File: src/rtl/dct_block_sched.sv
`default_nettype none
// ============================================================================
// Module      : dct_block_sched
// Description : Block scheduler for a two-stage 8x8 DCT. Accepts eight
//               input rows per block, issues delayed stage-1 column writes,
//               checks stage-1 sequencing, then streams the eight transposed
//               columns to stage 2 under valid/ready flow control.
// Revision    : 1.0 - initial release
// ----------------------------------------------------------------------------
// Parameters
//   PIPE_LAT     cycles from row handshake to its stage-1 write (1..4)
// Ports
//   clk          rising-edge clock
//   rst          asynchronous active-low reset
//   in_valid     row offered              in_ready     row accepted
//   s1_start     block-start pulse        s1_wr_en_col stage-1 column write
//   s1_col_done  stage-1 at last column   tb_rd_idx    transpose read index
//   out_valid    column to stage 2        out_ready    stage 2 accepts
//   out_last     column 7 presented       block_done   block complete pulse
//   busy         not idle                 err          sticky sequencing error
//   blk_cnt      16-bit completed-block count (DCT_SCHED_STATS_EN only)
// Build option
//   DCT_SCHED_STATS_EN  adds the blk_cnt output port
// ============================================================================
module dct_block_sched #(
  parameter int PIPE_LAT = 2
) (
  input  logic        clk,
  input  logic        rst,
  input  logic        in_valid,
  output logic        in_ready,
  output logic        s1_start,
  output logic        s1_wr_en_col,
  input  logic        s1_col_done,
  output logic [2:0]  tb_rd_idx,
  output logic        out_valid,
  input  logic        out_ready,
  output logic        out_last,
  output logic        block_done,
  output logic        busy,
  output logic        err
`ifdef DCT_SCHED_STATS_EN
  ,
  output logic [15:0] blk_cnt
`endif
);

  localparam logic [1:0] c_idle    = 2'd0;
  localparam logic [1:0] c_fill    = 2'd1;
  localparam logic [1:0] c_wait_s1 = 2'd2;
  localparam logic [1:0] c_read    = 2'd3;

  logic [1:0]          r_state;
  logic [3:0]          r_row_cnt;
  logic [3:0]          r_wr_cnt;
  logic [2:0]          r_rd_idx;
  logic [PIPE_LAT-1:0] r_dl_wr;
  logic [PIPE_LAT-1:0] r_dl_first;
  logic                r_block_done;
  logic                r_err;

  logic w_accept;
  logic w_first_row;
  logic w_col_hs;
  logic w_eighth_wr;

  // Combinational decodes of registered state only.
  assign in_ready  = (r_state == c_idle) ||
                     ((r_state == c_fill) && (r_row_cnt < 4'd8));
  assign out_valid = (r_state == c_read);
  assign out_last  = (r_state == c_read) && (r_rd_idx == 3'd7);
  assign busy      = (r_state != c_idle);

  assign w_accept    = in_valid && in_ready;
  assign w_first_row = w_accept && (r_state == c_idle);
  assign w_col_hs    = out_valid && out_ready;

  // The write that brings the block's write count to eight.
  assign w_eighth_wr = s1_wr_en_col && (r_wr_cnt == 4'd7);

  // Write enable and start pulse come straight off the delay-line tail,
  // so both are flop outputs.
  assign s1_wr_en_col = r_dl_wr[PIPE_LAT-1];
  assign s1_start     = r_dl_first[PIPE_LAT-1];
  assign tb_rd_idx    = r_rd_idx;
  assign block_done   = r_block_done;
  assign err          = r_err;

  // Delay line: one bit marks an accepted row, a parallel bit tags row 0 so
  // the start pulse lines up with that row's write. Shifts in every state.
  if (PIPE_LAT == 1) begin : g_dl_single
    always_ff @(posedge clk or negedge rst) begin
      if (!rst) begin
        r_dl_wr    <= '0;
        r_dl_first <= '0;
      end else begin
        r_dl_wr    <= w_accept;
        r_dl_first <= w_first_row;
      end
    end
  end else begin : g_dl_multi
    always_ff @(posedge clk or negedge rst) begin
      if (!rst) begin
        r_dl_wr    <= '0;
        r_dl_first <= '0;
      end else begin
        r_dl_wr    <= {r_dl_wr[PIPE_LAT-2:0], w_accept};
        r_dl_first <= {r_dl_first[PIPE_LAT-2:0], w_first_row};
      end
    end
  end

  always_ff @(posedge clk or negedge rst) begin
    if (!rst) begin
      r_state      <= c_idle;
      r_row_cnt    <= 4'd0;
      r_wr_cnt     <= 4'd0;
      r_rd_idx     <= 3'd0;
      r_block_done <= 1'b0;
      r_err        <= 1'b0;
    end else begin
      r_block_done <= 1'b0;

      // Stage-1 sequencing check: s1_col_done must coincide exactly with
      // the eighth write. The error is sticky and never stalls the FSM.
      if (s1_wr_en_col) begin
        if (r_wr_cnt == 4'd7) begin
          if (!s1_col_done) begin
            r_err <= 1'b1;
          end
        end else if (s1_col_done) begin
          r_err <= 1'b1;
        end
        if (r_wr_cnt != 4'd8) begin
          r_wr_cnt <= r_wr_cnt + 4'd1;
        end
      end

      case (r_state)
        c_idle: begin
          if (w_accept) begin
            r_state   <= c_fill;
            r_row_cnt <= 4'd1;
          end
        end
        c_fill: begin
          if (w_accept) begin
            r_row_cnt <= r_row_cnt + 4'd1;
            if (r_row_cnt == 4'd7) begin
              r_state <= c_wait_s1;
            end
          end
        end
        c_wait_s1: begin
          // Advance on the eighth write even on a mismatch; err records it.
          if (w_eighth_wr) begin
            r_state  <= c_read;
            r_rd_idx <= 3'd0;
          end
        end
        c_read: begin
          if (w_col_hs) begin
            if (r_rd_idx == 3'd7) begin
              r_state      <= c_idle;
              r_block_done <= 1'b1;
              r_row_cnt    <= 4'd0;
              r_wr_cnt     <= 4'd0;
              r_rd_idx     <= 3'd0;
            end else begin
              r_rd_idx <= r_rd_idx + 3'd1;
            end
          end
        end
        default: begin
          r_state <= c_idle;
        end
      endcase
    end
  end

`ifdef DCT_SCHED_STATS_EN
  logic [15:0] r_blk_cnt;

  // Free-running block counter; wraps naturally at 16 bits.
  always_ff @(posedge clk or negedge rst) begin
    if (!rst) begin
      r_blk_cnt <= 16'd0;
    end else if (r_block_done) begin
      r_blk_cnt <= r_blk_cnt + 16'd1;
    end
  end

  assign blk_cnt = r_blk_cnt;
`endif

endmodule
`default_nettype wire
File: config.mk
export PLATFORM = sky130hd
export DESIGN_NAME = dct_block_sched
export DESIGN_NICKNAME = d
export VERILOG_FILES = /design/src/rtl/dct_block_sched.sv
export SDC_FILE = /design/constraint.sdc
export NUM_CORES = 1
export LEC_CHECK = 0
export CAP_MARGIN = 20
export CELL_PAD_IN_SITES_DETAIL_PLACEMENT = 1
export CELL_PAD_IN_SITES_GLOBAL_PLACEMENT = 1
export CORE_MARGIN = 3
export CORE_UTILIZATION = 46
export CTS_BUF_LIST = sky130_fd_sc_hd__clkbuf_4
export CTS_CLUSTER_DIAMETER = 30
export CTS_CLUSTER_SIZE = 28
export DETAILED_ROUTE_END_ITERATION = 12
export PLACE_DENSITY_LB_ADDON = 0.1
export SLEW_MARGIN = 20
export SYNTH_ARGS = -nofsm -noshare
export SYNTH_HDL_FRONTEND = slang
export SYNTH_SLANG_ARGS = --single-unit
File: constraint.sdc
create_clock -name clk -period 2.7 [get_ports clk]
set_input_delay 0.27 -clock clk [delete_from_list [all_inputs] [get_ports clk]]
set_output_delay 0.27 -clock clk [all_outputs]
set_load 0.1 [all_outputs]
Word level (Yosys, flattened, before mapping)
Index checks and enable logic that the tools add are counted.
- register bits after elaboration: 19
- word-level logic and storage cells: 69
- $add $sub $neg: 3
- magnitude comparators: 1
- equal/unequal tests: 14
- multiplexer cells: 27
- reduce and logical (&&, ||, !) cells: 16
- operator list (cell ; count):
    4-bit two-way mux ; 9
    2-bit two-way mux ; 6
    4-bit case mux with 3 select lines ; 1
    3-bit two-way mux ; 3
    4-bit by 1-bit adder with 4-bit output, second input constant ; 2
    4-bit by 3-bit == test with 1-bit output, second input constant ; 2
    2-bit inequality test, second input constant ; 4
    2-bit case mux with 4 select lines ; 1
    1-bit logical AND ; 6
    1-bit two-way mux ; 6
    2-bit by 1-bit inequality test with 1-bit output, second input constant ; 3
    3-bit case mux with 2 select lines ; 1
    3-bit AND reduction ; 2
    6-bit AND reduction ; 1
    2-bit nonzero test ; 3
    5-bit AND reduction ; 1
    2-bit == test, second input constant ; 2
    4-bit < comparator, second input constant ; 1
    4-bit inequality test, second input constant ; 1
    3-bit by 1-bit adder with 3-bit output, second input constant ; 1
    3-bit == test, second input constant ; 1
    3-bit nonzero test ; 1
    2-bit by 1-bit == test with 1-bit output, second input constant ; 1
    2-bit zero test ; 1
    1-bit logical OR ; 1

Longest topological paths before layout
Gate-level depths: netlist of run 1.
- word-level depth: 6
- gate-level depth with buffers: 6
- mapped depth without buffers: 6

Worst setup path before layout of run 1
OpenSTA, ideal clock, no wires.
- path type: flip-flop to output port
- start: reg r_rd_idx[0], in the netlist tb_rd_idx[0]
- end: out out_last
- arrival time: 2.190 ns
- path slack: 0.240 ns
- cell stages (with the launch flop): 4
- path through: dfrtp_1 -> ha_1 -> ha_1 -> and2_1
- word-level cells in the longest chain between the ends: 2
- ends and longest elaborated chain (what ; RTL line ; RTL):
    from (decl) ; 56 ; logic [2:0] r_rd_idx;
    from (signal assigned) ; 170 ; r_rd_idx <= r_rd_idx + 3'd1;
    3-bit == test ; 71 ; assign out_last = (r_state == c_read) && (r_rd_idx == 3'd7);
    1-bit logical AND ; 71 ;
    to (decl) ; 38 ; output logic out_last,
Every way passes these cells.

Final worst setup path of run 1
- start: reg r_state[1]
- end: out in_ready
- word-level cells in the longest chain between the ends: 3
- elaborated cells on any way between the ends: 4
- ends and longest elaborated chain (what ; RTL line ; RTL):
    from (decl) ; 53 ; logic [1:0] r_state;
    from (signal assigned) ; 115 ; r_state <= c_idle;
    from (signal assigned) ; 142 ; r_state <= c_fill;
    from (signal assigned) ; 150 ; r_state <= c_wait_s1;
    2-bit by 1-bit == test with 1-bit output ; 69 ; ((r_state == c_fill) && (r_row_cnt < 4'd8));
    1-bit logical AND ; 69 ;
    1-bit logical OR * ; 68 ; assign in_ready = (r_state == c_idle) ||
    to (decl) ; 31 ; output logic in_ready,
Every way passes the cells marked *; elsewhere a longest branch is shown, timed or not.

==> results of run 1 <==
==> power by group <==
| group | internal (uW) | switching (uW) |
|---|---|---|
| registers | 284 | 0 |
| logic | 5.98 | 8.89 |
| clock network | 55.2 | 91.7 |
| total | 346 | 101 |
==> worst max path at each step <==
stage	startpoint	endpoint	depth (start not counted)
floorplan	tb_rd_idx[0]	out_last	3
global placement	r_state[1]	in_ready	5
detailed placement	r_state[1]	in_ready	5
CTS	r_state[1]	in_ready	5
global route	r_state[1]	in_ready	5
finish	r_state[1]	in_ready	5
==> stage by stage <==
stage	std cells	power, uW	util	hold WS [ns]
floorplan	100	291.4	-	-0.02559
global route	144	460.6	0.5953	0.3763
finish	144	446.2	0.5953	0.3608
global placement	140	304.7	0.5819	0.3349
CTS	144	448.6	0.5953	0.3638
detailed placement	140	305.4	0.5819	0.3364
==> layout make-up <==
cell class	instances	area, um^2	share of cell area
flip-flops and latches	19	475.5	0.3874
repair buffers	15	122.6	0.09990
multi-input cells	70	534.3	0.4353
clock buffers	3	22.52	0.01835
inverters	9	33.78	0.02752
well taps	27	33.78	0.02752
clock inverters	1	5.005	0.004077
==> metal layers <==
metal / track usage / part of all wire / vias up / wire length (um)
li1: - / - / 378 / -
met1: 0.1948 / 0.42 / 388 / 892
met2: 0.3206 / 0.54 / 10 / 1150
met3: 0.03324 / 0.026 / 4 / 56
met4: 0.05532 / 0.010 / 0 / 22
met5: 0 / 0 / - / 0
==> worst max-delay path: cells and delay by family (launching register included) <==
kind / cells / cell delay [ns]
simple gates: 2 / 0.36
fa+ha+maj: 1 / 0.34
flops: 1 / 0.43
buf+inv: 2 / 0.41
==> kinds of logic (layout without fill, tap and decap cells) <==
| family | Yosys count | after routing | share of synthesized area |
|---|---|---|---|
| multiplexers | 6 | 6 | 0.06302 |
| XOR/XNOR | 3 | 3 | 0.02497 |
| flip-flops | 19 | 19 | 0.4518 |
| AO/OA/AOI/OAI | 15 | 15 | 0.1106 |
| buffers and inverters | 11 | 28 | 0.04042 |
| AND/OR/NAND/NOR | 36 | 36 | 0.1903 |
| adder cells (fa/ha/maj) | 10 | 10 | 0.1189 |
==> cells in the mapped netlist (all sizes together), types with 3 or more instances <==
library cell | instances | area (um^2)
nor2 | 7 | 28.78
a22o | 3 | 26.28
ha | 10 | 125.1
mux2i | 4 | 40.04
o21ai | 3 | 15.01
o2bb2ai | 3 | 32.53
nand3 | 3 | 15.01
o22ai | 3 | 18.77
inv | 9 | 33.78
nand2 | 10 | 40.04
and2 | 4 | 26.28
dfrtp | 19 | 475.5
==> sequential cells by signal, summed over array words and instances (netlist names) <==
name,flops
block_done,1
err,1
r_dl_first,2
r_dl_wr,2
r_row_cnt,4
r_state,2
r_wr_cnt,4
tb_rd_idx,3
==> cell usage in the layout (no fill, tap or decap), types with 2 or more instances in the layout <==
master / n
inv_1: 9
o2bb2ai_1: 2
mux2i_1: 4
nand2_1: 9
buf_4: 11
a22o_1: 3
nor2_1: 6
o22ai_1: 3
ha_1: 10
dfrtp_1: 19
o21ai_0: 3
xnor2_1: 2
nand3b_1: 2
clkdlybuf4s50_1: 4
nand3_1: 3
and2_1: 3
clkbuf_4: 3
nand2b_1: 2
nand4_1: 2
==> reports/metrics.cfg, run 1 <==
[place]
dp_hpwl_um = 1684
port_buffers = 15
placed_area_mm2 = 0.001200
dp_slack_ns = 0.9398
gp_congestion = 0.7230

[hold_path]
hp-start = r_dl_wr[0]
worstHoldPathType = reg2reg
min_path_cells = 0
hold-path-endpoint = r_dl_wr[1]

[critical_path]
worstPathArrival_ns = 1.83
worstReg2RegEnd = r_state[1]
crit_chain = inv_1, ha_1, nor2b_1, or2_1, buf_4
crit_slowest_cell = dfrtp_1
reg2reg_slack_ns = 0.97
critPathMaxFanout = 8
crit_required_ns = 2.43
slowest_delay_ns = 0.43
setup.worst_path.start_class = register
critPathCaptureType = output pin
rr_worst_depth = 6
reg2reg_from = r_state[0]
path_class = reg2out

[clock_tree]
root_buffer = clkbuf_4
cts.sinks = 19
clkSlewWorstSetupHoldPaths_ns = 0.12
cts_tree = built
postCtsSetupRepairBufs = 0
cts_hold_buf = 0
cts_resized = 0
clkLatencyLatePin_ns = 0.30
clockBufferDepth = 2
cts-buffers-inserted = 3
h-tree-depth = 1

[power]
peakVddDrop_mv = 0.2177
power_density_mw_per_mm2 = 363.6
p_leak_uw = 0.0006193

[global_routing]
antenna_found_initial = 0
grt_max_degree = 20
grt_pass1_wl_um = 3567
grtUsageTotal = 0.1727
grt_pass1_vias = 854
grt_overflow_total = 0

[timing]
relSlewSlack = 0.4302
setup_viol = 0
tightestPinTransition_ns = 0.8521
fin_crit_sh = 0.7796
rsz0062_at_grt = false
tns_ns = 0
finalCriticalPeriod_ns = 2.105
fin_skew_ns = 0.008032
max_freq_mhz = 475.1
final_hold_viol_count = 0
drv_slew = 0
layout_setup_ws_ns = 0.5950

[routing]
wirelength_um = 2122
drtAntennaViolNets = 0
drt_iter0_markers = 5
drt-pass1-iter-count = 3
routedWlPerCell_um = 14.74
vias = 780
vias_per_cell = 5.417
route.detailed.drc = 0

[synth]
synth_area_mm2 = 0.001052
synth_cell_types = 34
async_reset_ff_frac = 1.000
synth_nets = 115
yosysSeqAreaShare = 0.4518
yosys_warnings = 0
synth-seq-cells = 19
synth-edff-count = 0
netlist_instances = 100
avgSynthCellArea_um2 = 10.52
synth_ff_type = dfrtp_1

[finish]
stdcell_area_mm2 = 0.001227
area_growth_pct = 16.65
drive_gt1_frac = 0.1880
nets = 133
fill_cells = 236
diodes = 0

[floorplan]
die_area_mm2 = 0.002898
ios = 16
core_area_mm2 = 0.002062
initial_core_util = 0.5103
die_h_um = 53.83
die_w_um = 53.83
rows = 16

[status]
outcome = completed

[job]
maxCapViolCount = 0

Note: power is estimated with default switching activity, not from simulation.
==> run 2: changes to the inputs <==
--- a/config.mk
+++ b/config.mk
@@ -9,7 +9,7 @@
 export CELL_PAD_IN_SITES_DETAIL_PLACEMENT = 1
 export CELL_PAD_IN_SITES_GLOBAL_PLACEMENT = 1
 export CORE_MARGIN = 3
-export CORE_UTILIZATION = 46
+export CORE_UTILIZATION = 43
 export CTS_BUF_LIST = sky130_fd_sc_hd__clkbuf_4
 export CTS_CLUSTER_DIAMETER = 30
 export CTS_CLUSTER_SIZE = 28
==> constraint.sdc (replaced) <==
create_clock -name clk -period 2.08 [get_ports clk]
set_input_delay 0.208 -clock clk [delete_from_list [all_inputs] [get_ports clk]]
set_output_delay 0.208 -clock clk [all_outputs]
set_load 0.1 [all_outputs]
==> run 2 against run 1 <==
First-iteration DRC count increased by 120%; clock power increased by 27%; hold slack got worse by 0.12 ns; largest cell class unchanged; clock skew decreased by 0.0055 ns.
==> reports/metrics.cfg, run 2 (synthesized netlist as in run 1, its figures left out) <==
[critical_path]
reg2reg_slack_ns = 0.33  ; was 0.97 ns
slowest_delay_ns = 0.44  ; was 0.43 ns
rr_worst_depth = 6  ; unchanged
critPathCaptureType = output pin  ; unchanged
crit_chain = inv_1, ha_2, nor2b_1, or2_1, buf_12  ; was inv_1, ha_1, nor2b_1, or2_1, buf_4
cp_top_family = flip-flops  ; unchanged
crit_required_ns = 1.87  ; was 2.43 ns
reg2reg_from = r_state[0]  ; unchanged
worstReg2RegEnd = r_state[1]  ; unchanged
worstPathArrival_ns = 1.72  ; was 1.83 ns
crit_slowest_cell = dfrtp_1  ; unchanged
path_buf_inv = 2  ; unchanged
path_class = reg2out  ; unchanged
setup.worst_path.start_class = register  ; unchanged
critPathMaxFanout = 8  ; unchanged

[floorplan]
rows = 17  ; was 16
ios = 16  ; unchanged
initial_core_util = 0.4623  ; was 0.5103
die_area_mm2 = 0.003077  ; was 0.002898 mm^2
core_area_mm2 = 0.002276  ; was 0.002062 mm^2
die_w_um = 55.47  ; was 53.83 um
die_h_um = 55.47  ; was 53.83 um

[finish]
nets = 134  ; was 133
final_common_cell = dfrtp_1  ; unchanged
fill_cells = 256  ; was 236
drive_gt1_frac = 0.2373  ; was 0.1880
final_cell_mix = dfrtp_1 (17), inv_1 (9), nand2_1 (9), buf_4 (9), ha_1 (8)  ; was dfrtp_1 (19), buf_4 (11), ha_1 (10)
ff_latch_area_um2 = 478.0  ; was 475.5 um^2
multi_input_area_um2 = 540.5  ; was 534.3 um^2
area_growth_pct = 21.88  ; was 16.65%
diodes = 0  ; unchanged

[global_routing]
grt_overflow_total = 0  ; unchanged
grt_max_degree = 20  ; unchanged
grt_pass1_wl_um = 3774  ; was 3567 um
grtUsageTotal = 0.1523  ; was 0.1727
grt_pass1_vias = 830  ; was 854
antenna_found_initial = 0  ; unchanged

[status]
outcome = completed  ; unchanged

[clock_tree]
root_buffer = clkbuf_4  ; unchanged
clockBufferDepth = 2  ; unchanged
cts-buffers-inserted = 3  ; unchanged
cts.sinks = 19  ; unchanged
cts_hold_buf = 0  ; unchanged
h-tree-depth = 1  ; unchanged
clkSlewWorstSetupHoldPaths_ns = 0.11  ; was 0.12 ns
clkLatencyLatePin_ns = 0.29  ; was 0.30 ns
cts_tree = built  ; unchanged

[power]
peakVddDrop_mv = 0.1998  ; was 0.2177 mV
p_leak_uw = 0.0006312  ; was 0.0006193 uW
power_density_mw_per_mm2 = 449.0  ; was 363.6 mW/mm^2

[timing]
final_hold_viol_count = 0  ; unchanged
tns_ns = 0  ; unchanged
max_freq_mhz = 518.2
timing.hold.ws_ns = 0.2360  ; was 0.3608 ns
tightestPinTransition_ns = 0.4749  ; was 0.8521 ns
relSlewSlack = 0.6800  ; was 0.4302
drv_slew = 0  ; unchanged
setup_viol = 0  ; unchanged
fin_skew_ns = 0.002568  ; was 0.008032 ns
rsz0062_at_grt = false  ; unchanged
fin_crit_sh = 0.9278
finalCriticalPeriod_ns = 1.930

[routing]
drtAntennaViolNets = 0  ; unchanged
route.detailed.drc = 0  ; unchanged
vias = 767  ; was 780
routedWlPerCell_um = 14.40  ; was 14.74 um
drt_iter0_markers = 11  ; was 5
vias_per_cell = 5.253  ; was 5.417
wirelength_um = 2103  ; was 2122 um
drt-pass1-iter-count = 2  ; was 3

[job]
maxCapViolCount = 0  ; unchanged

[hold_path]
worstHoldPathType = in2async  ; was reg2reg

[place]
gp_congestion = 0.7438  ; was 0.7230
dp_hpwl_um = 1573  ; was 1684 um
port_buffers = 15  ; unchanged

## run 2: changes by cell type in the layout (fill, tap and decap cells not counted), sizes merged
cell / delta
buf: +1
## run 2: worst reg2reg max path, cell delays in order (launching register included)
cell and delay (ns):
dfrtp_1 0.43, inv_1 0.13, ha_1 0.26, nand2b_1 0.15, o2bb2ai_2 0.17, nand4b_2 0.19
mux2_4 0.32
## run 2: layer usage
layer / up-vias / routed length (um) / global-route usage
li1: 380 / - / -
met1: 378 / 1015 / 0.2035
met2: 9 / 1041 / 0.2500
met3: 0 / 46 / 0.03037
met4: 0 / 0 / 0.04167
met5: - / 0 / 0
## run 2: report_power, final
part	internal (uW)	switching (uW)	total, uW
combinational	8.98	11.7	20.6
sequential	369	0	369
clock	71.5	115	186
## run 2: area by class of cell
type,count,area share
timing repair buffer,16,0.1307
tap,28,0.02732
clock inverter,1,0.003902
multi-input combinational,70,0.4215
sequential,19,0.3727
inverter,9,0.02634
clock buffer,3,0.01756
## run 2: worst max path at each step
stage | from | end | slack [ns] | cells after the start
6_report | r_state[1] | in_ready | 0.15 | 5
5_1_grt | r_state[1] | in_ready | 0.03 | 5
4_1_cts | r_state[1] | in_ready | 0.05 | 5
3_5_place_dp | r_state[0] | r_state[1] | 0.33 | 6
3_3_place_gp | r_state[1] | r_state[1] | 0.38 | 5
2_1_floorplan | tb_rd_idx[2] | r_state[1] | 0.08 | 4
## run 2: through the flow
step / cell area, um^2 / instances / total power [uW] / setup slack, ns / utilization
finish: 1282 / 146 / 575.9 / 0.1501 / 0.5635
detailed placement: 1252 / 142 / 397.8 / 0.3275 / 0.5503
global placement: 1252 / 142 / 397.1 / 0.3810 / 0.5503
global route: 1282 / 146 / 613.1 / 0.02657 / 0.5635
CTS: 1280 / 146 / 591.0 / 0.04929 / 0.5624
floorplan: 1059 / 100 / 378.2 / 0.07994 / -
## run 2: repair_timing
item,4_1_cts,5_1_grt
setup buffers,0,0
gates resized for setup,0,1
endpoints found under the setup margin,0,1
